$ cat src/rtl/mem_write_ctrl_if.sv
// FIFO read-side and RAM read-port bundle for the memory-domain write controller.
// The controller is the master: it issues pops and answers random-access reads.
interface mem_write_ctrl_if #(
   parameter int AW = 4
);

   logic          fifo_empty;
   logic [7:0]    fifo_data;
   logic          rd_en_mem;
   logic          rd_req;
   logic [AW-1:0] rd_addr;
   logic [7:0]    rd_data;
   logic          rd_valid;

   modport master (
      input  fifo_empty,
      input  fifo_data,
      input  rd_req,
      input  rd_addr,
      output rd_en_mem,
      output rd_data,
      output rd_valid
   );

   modport slave (
      output fifo_empty,
      output fifo_data,
      output rd_req,
      output rd_addr,
      input  rd_en_mem,
      input  rd_data,
      input  rd_valid
   );

endinterface

$ cat src/rtl/mem_write_ctrl.sv
// Drains bytes from the clock-crossing FIFO into a local byte RAM, either as a
// circular log (WRAP=1) or a one-shot buffer (WRAP=0), with a 1-cycle read port.
module mem_write_ctrl #(
   parameter int AW   = 4,
   parameter bit WRAP = 1'b1
) (
   input  logic            clk_mem,
   input  logic            reset,
   input  logic            clear,
   mem_write_ctrl_if.master bus,
   output logic [AW-1:0]   wr_ptr,
   output logic [AW:0]     byte_count,
   output logic            mem_full,
   output logic            busy
);

   localparam int          DEPTH     = 2**AW;
   localparam logic [AW:0] DEPTH_CNT = (AW+1)'(DEPTH);
   localparam logic [AW:0] ONE_CNT   = (AW+1)'(1);
   localparam logic [AW-1:0] ONE_PTR = AW'(1);

   typedef enum logic [1:0] {
      IDLE,
      REQ,
      WRITE
   } state_t;

   state_t      state;
   state_t      state_next;
   logic        write_en;
   logic [AW:0] count_inc;
   logic [7:0]  mem [DEPTH];

   // A one-shot buffer refuses to pop once it holds DEPTH bytes.
   function automatic logic can_pop(input logic empty, input logic [AW:0] cnt);
      return !empty && !(!WRAP && (cnt == DEPTH_CNT));
   endfunction

   assign count_inc = (byte_count == DEPTH_CNT) ? byte_count : byte_count + ONE_CNT;
   assign mem_full  = (byte_count == DEPTH_CNT);
   assign busy      = (state != IDLE);

   always_comb begin
      state_next = state;
      write_en   = 1'b0;
      case (state)
         IDLE: begin
            if (can_pop(bus.fifo_empty, byte_count)) begin
               state_next = REQ;
            end
         end
         REQ: begin
            state_next = WRITE;
         end
         WRITE: begin
            write_en   = 1'b1;
            state_next = can_pop(bus.fifo_empty, count_inc) ? REQ : IDLE;
         end
         default: begin
            state_next = IDLE;
         end
      endcase
      // A flush abandons whatever byte is in flight, including the one popped in REQ.
      if (clear) begin
         state_next = IDLE;
         write_en   = 1'b0;
      end
   end

   always_ff @(posedge clk_mem) begin
      if (reset) begin
         state         <= IDLE;
         bus.rd_en_mem <= 1'b0;
      end else begin
         state         <= state_next;
         bus.rd_en_mem <= (state_next == REQ);
      end
   end

   always_ff @(posedge clk_mem) begin
      if (reset || clear) begin
         wr_ptr     <= '0;
         byte_count <= '0;
      end else if (write_en) begin
         wr_ptr     <= wr_ptr + ONE_PTR;
         byte_count <= count_inc;
      end
   end

   // RAM storage has no reset; a reset during WRITE still blocks the write.
   always_ff @(posedge clk_mem) begin
      if (write_en && !reset) begin
         mem[wr_ptr] <= bus.fifo_data;
      end
   end

   always_ff @(posedge clk_mem) begin
      if (reset) begin
         bus.rd_valid <= 1'b0;
         bus.rd_data  <= 8'h00;
      end else begin
         bus.rd_valid <= bus.rd_req;
         if (bus.rd_req) begin
            bus.rd_data <= mem[bus.rd_addr];
         end
      end
   end

endmodule

$ cat src/flat_wrapper.sv
// flat-port wrapper written by rule: the top's interface ports become plain ports
module mem_write_ctrl_flat 
#(
   parameter int AW   = 4,
   parameter bit WRAP = 1'b1
)
  (clk_mem, reset, clear, wr_ptr, byte_count, mem_full, busy, bus_fifo_empty, bus_fifo_data, bus_rd_req, bus_rd_addr, bus_rd_en_mem, bus_rd_data, bus_rd_valid);
  mem_write_ctrl_if #(.AW(AW)) bus_i ();
  input  logic clk_mem;
  input  logic reset;
  input  logic clear;
  output logic [AW-1:0] wr_ptr;
  output logic [AW:0] byte_count;
  output logic mem_full;
  output logic busy;
  input wire logic [$bits(bus_i.fifo_empty)-1:0] bus_fifo_empty;
  input wire logic [$bits(bus_i.fifo_data)-1:0] bus_fifo_data;
  input wire logic [$bits(bus_i.rd_req)-1:0] bus_rd_req;
  input wire logic [$bits(bus_i.rd_addr)-1:0] bus_rd_addr;
  output wire logic [$bits(bus_i.rd_en_mem)-1:0] bus_rd_en_mem;
  output wire logic [$bits(bus_i.rd_data)-1:0] bus_rd_data;
  output wire logic [$bits(bus_i.rd_valid)-1:0] bus_rd_valid;
  assign bus_i.fifo_empty = bus_fifo_empty;
  assign bus_i.fifo_data = bus_fifo_data;
  assign bus_i.rd_req = bus_rd_req;
  assign bus_i.rd_addr = bus_rd_addr;
  assign bus_rd_en_mem = bus_i.rd_en_mem;
  assign bus_rd_data = bus_i.rd_data;
  assign bus_rd_valid = bus_i.rd_valid;
  mem_write_ctrl #(.AW(AW), .WRAP(WRAP)) u_core (.clk_mem(clk_mem), .reset(reset), .clear(clear), .bus(bus_i), .wr_ptr(wr_ptr), .byte_count(byte_count), .mem_full(mem_full), .busy(busy));
endmodule
$ cat config.mk
export PLATFORM = sky130hd
export DESIGN_NAME = mem_write_ctrl_flat
export DESIGN_NICKNAME = d
export VERILOG_FILES = /design/src/rtl/mem_write_ctrl_if.sv /design/src/rtl/mem_write_ctrl.sv /design/src/flat_wrapper.sv
export SDC_FILE = /design/constraint.sdc
export NUM_CORES = 1
export LEC_CHECK = 0
export ABC_AREA = 1
export CORE_AREA = 2 2 168 170
export DETAILED_ROUTE_END_ITERATION = 16
export DIE_AREA = 0 0 170 172
export REMOVE_ABC_BUFFERS = 1
export SYNTH_ARGS = -nofsm -noshare
export SYNTH_HDL_FRONTEND = slang
export SYNTH_SLANG_ARGS = --single-unit
$ cat constraint.sdc
create_clock -name clk_mem -period 1.5 [get_ports clk_mem]
set_input_delay 0.3 -clock clk_mem [delete_from_list [all_inputs] [get_ports clk_mem]]
set_output_delay 0.3 -clock clk_mem [all_outputs]
set_load 0.02 [all_outputs]
==> flow_summary_export.csv <==
group,metric,value,unit
run_status,outcome,"completed",
global_routing,grt_pass1_vias,4160,
min_path,hold_path_end,"u_core.state[1]",
clock_tree,clockBufferDepth,2,
global_routing,antenna_found_initial,0,
clock_tree,cts_tree,"done",
clock_tree,clkSinkCount,149,
critical_path,critPathRequiredTime,1.20,ns
pwr,power_density,1216,nW/um2
synthesis,seq_area_frac_synth,68.86,%
timing,fmax,0.6721,GHz
final_layout,final_common_cell,"nand2_1",
critical_path,timing_worst_setup_path_type,"flip-flop to output port",
global_routing,grt_pass1_wl,23.43,mm
critical_path,regToRegSetupSlack,0.12,ns
pwr,power_frac_comb,6.3,%
floorplan,core-area,27480,um2
pwr,p_leak,3.028,nW
pwr,switching_power,0.002087,W
pwr,swShare,21.59,%
timing,whs,0.4028,ns
floorplan,initial_core_util,22.54,%
final_layout,area_growth,28.37,%
flow_run,maxCapViolations,0,
drt,ant_nets,0,
clock_tree,insertion_delay,0.42,ns
clock_tree,htree_levels,4,
placement,dp_hpwl,10.27,mm
final_layout,layout-drive-gt1-share,19.12,%
timing,slew_headroom,80.65,%
critical_path,timing.rr.start,"u_core.state[0]",
synthesis,synth_area,6192,um2
clock_tree,numCtsBuffers,17,
pwr,vdd_drop_max,757.8,uV
synthesis,ys_seq_elements,149,
final_layout,regArea,4274,um2
floorplan,chipWidth,170,um
global_routing,grt_max_degree,51,
synthesis,yosys.cell_types.count,21,
drt,vias_per_cell,4.295,
pwr,pwr-share-seq,46.8,%
pwr,clkPwrFrac,47.0,%
timing,rsz0062_at_grt,"true",
final_layout,fill_cells,2825,
timing,finalCritPeriodShare,99.19,%
clock_tree,cts-root-buf,"clkbuf_16",
floorplan,dieArea,29240,um2
drt,dr.pass1.iters,5,
floorplan,io_pins,38,
final_layout,multi_input_area,1630,um2
synthesis,avgSynthCellArea,11.06,um2
global_routing,track_usage,10.85,%
drt,drc,0,
final_layout,most-common-layout-cells,"nand2_1, edfxtp_1, nand3_1, buf_4, nor2_1",
final_layout,n_antenna_cell,0,
clock_tree,path_clk_slew,0.06,ns
critical_path,r2r-end,"u_core.mem[9][3]",
synthesis,syn_inst,560,
min_path,worstHoldStart,"u_core.state[1]",
clock_tree,ctsHoldBuffers,0,
timing,setup_viol,0,
synthesis,yosysTopAreaCellShare,62.07,%
pwr,intPower,0.007579,W
floorplan,fp.dieH,172,um
floorplan,placementRows,61,
critical_path,r2r_cells,5,
critical_path,critPathLaunchType,"flip-flop",
timing,slew_viol_final,0,
pwr,power,0.009667,W
synthesis,yosys_warnings,0,
timing,worst_slew_pin_slew,0.2900,ns
final_layout,nets,669,
placement,numPortBuffers,37,
min_path,hp-class,"flip-flop to flip-flop",
drt,via_count,4316,
drt,wl_per_cell,15.19,um
drt,wirelength,15.27,mm
synthesis,synth_area_leaders,"edfxtp_1, nand2_1, nand3_1",
drt,drtIter0Drc,350,
min_path,holdPathStages,1,
global_routing,grt_overflow,0,
timing,hold_violations,0,
synthesis,synth_area_leader_cell,"edfxtp_1",
placement,finalWeightedCongestion,0.8131,
critical_path,crit_fanout,3,
timing,fin_crit,1.488,ns
timing,fin_worst_skew,0.008009,ns
critical_path,worstPathArrival,1.19,ns
critical_path,cp-end-kind,"output port",
==> power by group through the flow <==
stage                     Clock, W  Combinational, W  Sequential (W)
after floorplan                  0          0.000212         0.00464
after global placement           0          0.000621         0.00461
after detailed placement         0          0.000625         0.00461
after CTS                  0.00463          0.000616         0.00452
after global routing       0.00478          0.000671         0.00452
final                      0.00454          0.000604         0.00452
==> final cells by class <==
| class | instances | share of cell area [%] |
|---|---|---|
| tap | 346 | 5.446 |
| inverter | 28 | 1.322 |
| timing repair buffer | 94 | 10.91 |
| multi-input combinational | 356 | 20.51 |
| clock inverter | 14 | 2.518 |
| sequential | 149 | 53.77 |
| clock buffer | 18 | 5.525 |
==> worst max-delay path by stage <==
stage,start,end,slack [ns],depth (start not counted)
final,u_core.byte_count[0],mem_full,0.01,5
after global routing,u_core.byte_count[0],mem_full,-0.05,5
after CTS,u_core.byte_count[0],mem_full,-0.1,5
after detailed placement,clear,u_core.mem[14][2],-0.46,5
after global placement,clear,u_core.mem[14][7],-0.43,5
after floorplan,u_core.state[0],u_core.mem[3][0],-0.09,3
==> kinds of logic after synthesis <==
| family | count (synthesis) | share of synthesized area [%] |
|---|---|---|
| AO/OA/AOI/OAI | 13 | 1.152 |
| XOR/XNOR | 1 | 0.1415 |
| adder cells (fa/ha/maj) | 6 | 1.212 |
| buffers and inverters | 55 | 5.536 |
| flip-flops | 149 | 68.86 |
| AND/OR/NAND/NOR | 336 | 23.10 |
==> Yosys cell counts <==
master / count
nand2_1: 179
edfxtp_1: 128
nand3_1: 113
nor2_1: 37
inv_1: 25
dfxtp_1: 21
buf_6: 11
buf_4: 10
a21oi_1: 7
ha_1: 6
buf_2: 5
nor3_1: 4
o21ai_0: 4
inv_2: 3
a211oi_1: 1
clkbuf_8: 1
nand2_4: 1
nand4_1: 1
nor3_4: 1
o21ai_2: 1
xnor2_1: 1
==> worst max-delay path, cell delays in order, from the launching register on <==
cell,delay (ns)
dfxtp_2,0.33
inv_2,0.05
ha_4,0.15
nand3_4,0.08
inv_2,0.04
buf_6,0.12
==> through the flow <==
step | worst slack [ns] | std cells | utilization (%) | setup TNS [ns] | cell area, um2
final | 0.01218 | 1005 | 28.93 | 0 | 7949
after global routing | -0.05467 | 1005 | 28.93 | -0.05467 | 7949
after CTS | -0.09503 | 1005 | 28.83 | -0.1145 | 7923
after detailed placement | -0.4612 | 970 | 26.37 | -59.16 | 7246
after global placement | -0.4302 | 970 | 26.37 | -55.12 | 7246
after floorplan | -0.09375 | 533 | - | -10.07 | 5954
==> state kept, by name (all words and copies together), names as in the netlist <==
register,flops
u_core.bus.rd_data,8
u_core.bus.rd_en_mem,1
u_core.bus.rd_valid,1
u_core.byte_count,5
u_core.mem,128
u_core.state,2
u_core.wr_ptr,4
==> timing repair <==
item / in CTS / in global routing
hold endpoints to repair: 0 / 0
resized for setup: 50 / 26
pin swaps: 2 / 3
setup endpoints to repair: 135 / 135
buffers inserted: 3 / 1
==> layer usage <==
layer  global-route usage [%]  up-vias  wire length (um)
li1                         -     2088                 -
met5                        0        -                 0
met1                    14.62     2046              6953
met4                    3.790        0               263
met3                    3.067       22              1081
met2                    16.75      160              6971
Power figures use the tool's default switching activity.
